--- src/rtl/seg7_scan_mux.sv ---
// seg7_scan_mux: multiplexed common-anode hex display driver with double-buffered load,
// leading-zero blanking and 16-level PWM brightness; all outputs registered.
module seg7_scan_mux #(
    parameter int DIGITS = 4,
    parameter int REFRESH_DIV = 100000
) (
    input  logic                  clk,
    input  logic                  reset,
    input  logic [4*DIGITS-1:0]   value,
    input  logic [DIGITS-1:0]     dp_in,
    input  logic                  load,
    input  logic                  lz_en,
    input  logic [3:0]            brightness,
    output logic [DIGITS-1:0]     an,
    output logic [6:0]            seg,
    output logic                  dp,
    output logic                  frame_done,
    output logic                  pending
);
    localparam int DW = $clog2(REFRESH_DIV);
    localparam int IW = DIGITS > 1 ? $clog2(DIGITS) : 1;
    localparam logic [DW-1:0] DIV_MAX = DW'(REFRESH_DIV - 1);
    localparam logic [IW-1:0] IDX_MAX = IW'(DIGITS - 1);

    logic [DW-1:0]       div_cnt;
    logic [IW-1:0]       idx;
    logic [3:0]          pwm_cnt;
    logic [4*DIGITS-1:0] pend_val, act_val;
    logic [DIGITS-1:0]   pend_dp, act_dp, blank, an_next;
    logic                pend_lz, act_lz, adv, boundary, run;
    logic [3:0]          nib;
    logic [6:0]          glyph;

    assign adv      = div_cnt == DIV_MAX;
    assign boundary = adv && idx == IDX_MAX;

    always_ff @(posedge clk) begin
        if (reset) begin
            div_cnt <= '0;
            idx     <= '0;
            pwm_cnt <= '0;
        end else begin
            div_cnt <= adv ? '0 : div_cnt + 1'b1;
            pwm_cnt <= pwm_cnt + 1'b1;
            if (adv) idx <= idx == IDX_MAX ? '0 : idx + 1'b1;
        end
    end

    // A load landing on the boundary bypasses the pending buffer straight into active.
    always_ff @(posedge clk) begin
        if (reset) begin
            pend_val   <= '0;
            pend_dp    <= '0;
            pend_lz    <= 1'b0;
            act_val    <= '0;
            act_dp     <= '0;
            act_lz     <= 1'b0;
            pending    <= 1'b0;
            frame_done <= 1'b0;
        end else begin
            frame_done <= boundary;
            if (boundary) begin
                pending <= 1'b0;
                if (load) begin
                    act_val <= value;
                    act_dp  <= dp_in;
                    act_lz  <= lz_en;
                end else if (pending) begin
                    act_val <= pend_val;
                    act_dp  <= pend_dp;
                    act_lz  <= pend_lz;
                end
            end else if (load) begin
                pend_val <= value;
                pend_dp  <= dp_in;
                pend_lz  <= lz_en;
                pending  <= 1'b1;
            end
        end
    end

    // Blanking runs from the leftmost digit and stops at the first visible one; digit 0 always shows.
    always_comb begin
        run   = act_lz;
        blank = '0;
        for (int i = DIGITS - 1; i > 0; i--) begin
            run      = run && act_val[4*i +: 4] == 4'h0 && !act_dp[i];
            blank[i] = run;
        end
    end

    assign nib = act_val[{idx, 2'b00} +: 4];

    always_comb begin
        case (nib)
            4'h0: glyph = 7'b1000000;
            4'h1: glyph = 7'b1111001;
            4'h2: glyph = 7'b0100100;
            4'h3: glyph = 7'b0110000;
            4'h4: glyph = 7'b0011001;
            4'h5: glyph = 7'b0010010;
            4'h6: glyph = 7'b0000010;
            4'h7: glyph = 7'b1111000;
            4'h8: glyph = 7'b0000000;
            4'h9: glyph = 7'b0010000;
            4'hA: glyph = 7'b0001000;
            4'hB: glyph = 7'b0000011;
            4'hC: glyph = 7'b1000110;
            4'hD: glyph = 7'b0100001;
            4'hE: glyph = 7'b0000110;
            default: glyph = 7'b0001110;
        endcase
    end

    assign an_next = (!blank[idx] && pwm_cnt <= brightness) ? ~(DIGITS'(1) << idx) : '1;

    always_ff @(posedge clk) begin
        if (reset) begin
            an  <= '1;
            seg <= 7'h7F;
            dp  <= 1'b1;
        end else begin
            an  <= an_next;
            seg <= blank[idx] ? 7'h7F : glyph;
            dp  <= blank[idx] | ~act_dp[idx];
        end
    end
endmodule

--- config.mk ---
export PLATFORM = sky130hd
export DESIGN_NAME = seg7_scan_mux
export DESIGN_NICKNAME = d
export VERILOG_FILES = /design/src/rtl/seg7_scan_mux.sv
export SDC_FILE = /design/constraint.sdc
export NUM_CORES = 1
export LEC_CHECK = 0
export BUFFER_PORTS_ARGS = -buffer_cell sky130_fd_sc_hd__buf_2
export CORE_MARGIN = 2
export CORE_UTILIZATION = 30
export DETAILED_ROUTE_END_ITERATION = 6
export PLACE_DENSITY = 0.49
export SLEW_MARGIN = 20
export SYNTH_ARGS = -nofsm -noshare
export SYNTH_HDL_FRONTEND = slang
export SYNTH_SLANG_ARGS = --single-unit
--- constraint.sdc ---
create_clock -name clk -period 2.2 [get_ports clk]
set_input_delay 0.11 -clock clk [delete_from_list [all_inputs] [get_ports clk]]
set_output_delay 0.11 -clock clk [all_outputs]
set_load 0.01 [all_outputs]
==> impl_metrics.py, run 1 <==
metrics = {
    "sta": {
        "period_minus_slack_ns": 1.980,
        "tightest_slew_ns": 0.5694,
        "fin_ws_ns": 0.2201,
        "rsz0062_at_grt": "no",
        "fin_skew_ns": 0.006606,
        "fin_setup_tns_ns": 0,
        "slew_violations": 0,
        "period_share_pct": 89.99,
        "max-slew-margin-rel_pct": 61.92,
        "finalSetupViolations": 0,
        "fmax_ghz": 0.5051,
        "hold_violations": 0,
    },
    "route": {
        "wire_per_inst_um": 13.33,
        "totalWireLength_um": 7463,
        "drtAntennaViolNets": 0,
        "drt-initial-drc-count": 143,
        "route.detailed.drc": 0,
        "vias": 2642,
        "first_pass_iters": 4,
        "routed_via_density": 4.718,
    },
    "synthesis": {
        "syn_avg_cell_area_um2": 9.979,
        "synth_nets": 410,
        "synth_enable_flop_cells": 0,
        "ys_ff_latch": 79,
        "synth_cells": 366,
        "synth_top_area_share_pct": 43.30,
        "yosys_warnings": 0,
        "synth_area_leaders": "dfxtp_1, mux2i_1, nor2_1",
        "synth_top_area_cell": "dfxtp_1",
        "seq_area_frac_synth_pct": 43.30,
        "ys.flop_type": "dfxtp_1",
        "async_reset_ff_share_pct": 0,
        "synth_cell_types": 40,
        "mappedNetlistArea_um2": 3652,
    },
    "power_and_ir_drop": {
        "irDropWorstVdd_v": 0.0003011,
        "power_density_nw_per_um2": 699.3,
        "p_leak_uw": 0.001702,
    },
    "cells_and_area": {
        "fillerInstances": 1223,
        "fin_nets": 452,
        "area_delta_synth_final_pct": 17.75,
        "n_antenna_cell": 0,
        "regArea_um2": 1583,
        "final_cell_mix": "dfxtp_1, nor2_1, mux2i_1",
        "multi_input_area_um2": 1912,
        "layout_commonest_cell": "dfxtp_1",
        "drive_gt1_share_pct": 23.24,
    },
    "clock_tree": {
        "cts_made_buffers": 9,
        "cts_max_level": 3,
        "cts_buffer_depth": 2,
        "cts.sinks": 79,
        "clkLatencyLatePin_ns": 0.33,
        "path_clk_slew_ns": 0.06,
        "ctsResizeCount": 0,
        "clockRootBuffer": "clkbuf_16",
        "post-cts-setup-buffers": 0,
        "cts_tree": "built",
        "hold_buffers": 0,
    },
    "die": {
        "rows": 40,
        "fp.dieArea_um2": 13070,
        "floorplan.core_area_um2": 11960,
        "fp.dieW_um": 114.3,
        "fp.dieH_um": 114.3,
        "initial_core_util_pct": 30.53,
        "ios": 42,
    },
    "placement": {
        "dpl.hpwl_um": 5383,
        "routabilityCongestion": 0.7725,
        "dp_slack_ns": 0.04962,
        "port-buffer-count": 41,
    },
    "outcome": {
        "outcome": "completed",
    },
    "worst_setup_path": {
        "cp.arrival_ns": 2.23,
        "endpoint_kind": "register",
        "slowest_delay_ns": 0.58,
        "path_cells": "nand2_1 -> or4b_4 -> nor4_4 -> buf_12 -> nor2_1 -> a211oi_2",
        "crit_required_ns": 2.45,
        "slowest_stage": "or4b_4",
        "cp_top_family": "simple AND/OR/NAND/NOR gates",
        "path_class": "reg -> reg",
        "path_buf_inv": 1,
        "cp_max_fo": 42,
        "critPathLaunchType": "register",
    },
    "grt": {
        "grt_antenna_before_repair": 0,
        "first_global_vias": 2526,
        "overflow": 0,
        "grt_max_degree": 43,
        "grt_pass1_wl_um": 12320,
        "track_usage_pct": 12.03,
    },
    "job": {
        "cap_violations": 0,
    },
    "worst_hold_path": {
        "hp-class": "in -> reg",
    },
}
## registers in the layout (all words and copies together), names as in the netlist, 2 cells and up
signal and flops:
div_cnt 17, act_val 16, pend_val 16, seg 7, act_dp 4, an 4
pend_dp 4, pwm_cnt 4, idx 2
## layout make-up
type                       instances  area share (%)
clock inverter                     1          0.1164
multi-input combinational        252           44.46
sequential                        79           36.81
tap                              147           4.277
timing repair buffer              53           7.448
clock buffer                      15           5.761
inverter                          13           1.135
## where the power goes
part	leakage [uW]	switching (uW)	internal [uW]
registers	0.000645	20.1	1470
logic	0.000934	115	95.7
clock network	0.000122	539	765
## per-stage QoR
stage,instances,utilization [%],instance area [um2],power [uW],hold slack [ns]
floorplan,366,-,3652,1663,0.2539
global placement,544,33.74,4036,1734,0.3609
detailed placement,544,33.74,4036,1739,0.3669
CTS,560,35.86,4289,3057,0.01884
global route,560,35.95,4300,3143,0.03001
finish,560,35.95,4300,3007,0.02493
## synth_stat cells (2+ instances only)
library cell  count
o21a_1            2
or2_2             2
nor2_1           76
buf_4             5
and3_1            2
nand2_1          10
buf_6             2
nand4_1           5
mux2i_1          44
a211oi_2         19
or3_1             2
xor2_1            9
nor4_1            2
a21oi_1           7
nor3_1            4
o221ai_1          4
xnor2_1           8
nand3_1          13
nor2b_1           2
ha_1             16
clkbuf_1         11
o21ai_0           5
nor4b_1           2
dfxtp_1          79
nand2b_1          2
a211oi_1          2
mux4_2            5
inv_1            13
buf_2             2
## tightest hold or removal path, stage by stage
cell,delay [ns]
buf_2,0.09
mux2i_1,0.05
nor2_1,0.07
## kinds of logic (layout without fill, tap and decap cells)
group	count (synthesis)	count (layout)	synth area share (%)
AOI/OAI and AO/OA	42	42	10.93
xor gates and xnor gates	17	17	4.077
adders and majority gates	16	16	5.481
buffers and inverters	35	82	4.625
DFF	79	79	43.30
muxes	50	50	15.45
and+or+nand+nor	127	127	16.14
## path summary, 6_finish.rpt
| path | startpoint | endpoint | slack, ns | cells after the start |
|---|---|---|---|---|
| min | dp_in[0] | pend_dp[0] | 0.02 | 3 |
| max | div_cnt[3] | act_val[6] | 0.22 | 6 |
| max reg2reg | div_cnt[3] | act_val[6] | 0.22 | 6 |
| min reg2reg | div_cnt[0] | div_cnt[0] | 0.45 | 1 |
## layer usage
metal | global-route usage [%] | up-vias | part of all wire, %
met1 | 15.42 | 1242 | 47
met3 | 3.494 | 9 | 3.4
met4 | 4.146 | 0 | 1.4
met5 | 0 | - | 0
li1 | - | 1355 | -
met2 | 19.40 | 36 | 48
No activity file was read; power rests on OpenSTA's default activity.
==> inputs of run 2 (changes only) <==
CAP_MARGIN = 0   (was default)
MAX_ROUTING_LAYER = met4   (was default)
SLEW_MARGIN = 0   (was 20)
==> run 2 against run 1 <==
  * Sequential power is essentially flat
  * Fmax increased by 0.19%
  * Die area did not move
  * Sequential share of layout area is the same
  * First-iteration DRC count is 4.9% lower
  * Final area unchanged
  * Critical endpoint unchanged
  * Highest routed layer unchanged
==> impl_metrics.py, run 2 (synthesized netlist as in run 1, its figures left out) <==
metrics = {
    "sta": {
        "rsz0062_at_grt": "no",
        "max-slew-margin-rel_pct": 61.89,
        "hold_violations": 0,
        "fin_setup_tns_ns": 0,
        "tightest_slew_ns": 0.5698,
        "fmax_ghz": 0.5060,
        "period_minus_slack_ns": 1.976,
        "slew_violations": 0,
        "period_share_pct": 89.82,
        "finalSetupViolations": 0,
        "fin_skew_ns": 0.006598,
    },
    "clock_tree": {
        "cts_made_buffers": 9,
        "clockRootBuffer": "clkbuf_16",
        "cts.sinks": 79,
        "cts_max_level": 3,
        "clkLatencyLatePin_ns": 0.33,
        "cts_buffer_depth": 2,
        "path_clk_slew_ns": 0.06,
        "cts_tree": "built",
    },
    "route": {
        "route.detailed.drc": 0,
        "first_pass_iters": 4,
        "totalWireLength_um": 7473,
        "drtAntennaViolNets": 0,
        "vias": 2632,
        "routed_via_density": 4.700,
        "wire_per_inst_um": 13.34,
        "drt-initial-drc-count": 136,
    },
    "grt": {
        "grt_antenna_before_repair": 0,
        "grt_pass1_wl_um": 12340,
        "grt_max_degree": 43,
        "first_global_vias": 2515,
        "track_usage_pct": 12.41,
        "overflow": 0,
    },
    "worst_setup_path": {
        "crit_required_ns": 2.45,
        "cp_max_fo": 42,
        "critPathLaunchType": "register",
        "path_class": "reg -> reg",
        "slowest_stage": "or4b_4",
        "path_cells": "nand2_1 -> or4b_4 -> nor4_4 -> buf_12 -> nor2_1 -> a211oi_2",
        "cp.arrival_ns": 2.23,
        "endpoint_kind": "register",
        "slowest_delay_ns": 0.58,
    },
    "placement": {
        "port-buffer-count": 41,
        "dp.cells": 544,
        "routabilityCongestion": 0.7830,
        "dpl.hpwl_um": 5383,
    },
    "die": {
        "initial_core_util_pct": 30.53,
        "floorplan.core_area_um2": 11960,
        "fp.dieW_um": 114.3,
        "ios": 42,
        "fp.dieArea_um2": 13070,
        "fp.dieH_um": 114.3,
        "rows": 40,
    },
    "cells_and_area": {
        "largest_register_ffs": 17,
        "instances_no_fill": 560,
        "final_cell_mix": "dfxtp_1, nor2_1, mux2i_1",
        "area_delta_synth_final_pct": 17.75,
        "n_antenna_cell": 0,
        "layout_commonest_cell": "dfxtp_1",
        "biggestRegsByFlops": "div_cnt: 17 flops, act_val: 16 flops, pend_val: 16 flops",
        "drive_gt1_share_pct": 23.24,
        "fin_nets": 452,
        "regMostFlops": "div_cnt",
    },
    "power_and_ir_drop": {
        "irDropWorstVdd_v": 0.0002999,
        "power_density_nw_per_um2": 699.3,
        "p_leak_uw": 0.001702,
    },
    "outcome": {
        "outcome": "completed",
    },
    "job": {
        "cap_violations": 0,
    },
    "worst_hold_path": {
        "hp-class": "in -> reg",
    },
}
==> run 2: cell counts in the layout (fill, tap and decap cells not counted) <==
Identical to the previous run, type by type.
==> run 2: cell type report <==
cell class	count	area (um2)
clock buffer	15	247.7
clock inverter	1	5.005
fill	1223	7661
inverter	13	48.80
multi-input combinational	252	1912
sequential	79	1583
tap	147	183.9
timing repair buffer	53	320.3
==> run 2: worst paths after layout <==
path,cells past startpoint,end,slack (ns),startpoint
max,6,act_val[6],0.22,div_cnt[3]
min,3,pend_dp[0],0.03,dp_in[0]
max reg2reg,6,act_val[6],0.22,div_cnt[3]
min reg2reg,1,div_cnt[0],0.45,div_cnt[0]
==> run 2: stage by stage <==
step           hold WS [ns]  power [uW]  setup slack [ns]  utilization [%]  instance area (um2)
6_report            0.02520        3007            0.2239            35.95                 4300
5_1_grt             0.02706        3147           0.06093            35.95                 4300
4_1_cts             0.01884        3057           0.04111            35.86                 4289
3_5_place_dp         0.3669        1739           0.04962            33.74                 4036
3_3_place_gp         0.3609        1734            0.1384            33.74                 4036
2_1_floorplan        0.2539        1663            0.1809                -                 3652
==> run 2: power by group <==
group	internal, uW	switching, uW	total, uW
clock network	765	539	1300
logic	95.7	116	211
registers	1470	20.1	1490
==> run 2: per-layer routing <==
layer | GRT usage (%) | routed length [um] | share of wire, % | up-vias
met1 | 15.51 | 3521 | 47 | 1234
li1 | - | - | - | 1355
met3 | 3.864 | 274 | 3.7 | 6
met5 | - | 0 | 0 | -
met2 | 19.37 | 3606 | 48 | 37
met4 | 3.659 | 71 | 0.95 | 0
==> run 2: timing repair <==
item,in CTS,in global routing
endpoints found under the hold margin,0,0
hold buffers,0,0
gates resized for setup,0,3
endpoints found under the setup margin,0,14
setup buffers,0,0
==> run 2: critical path: cells and delay by family, from the launching register on <==
family	cells	cell delay, ns
AND/OR/NAND/NOR	4	1.03
buffers and inverters	1	0.27
flip-flops	1	0.39
AO/OA/AOI/OAI	1	0.19
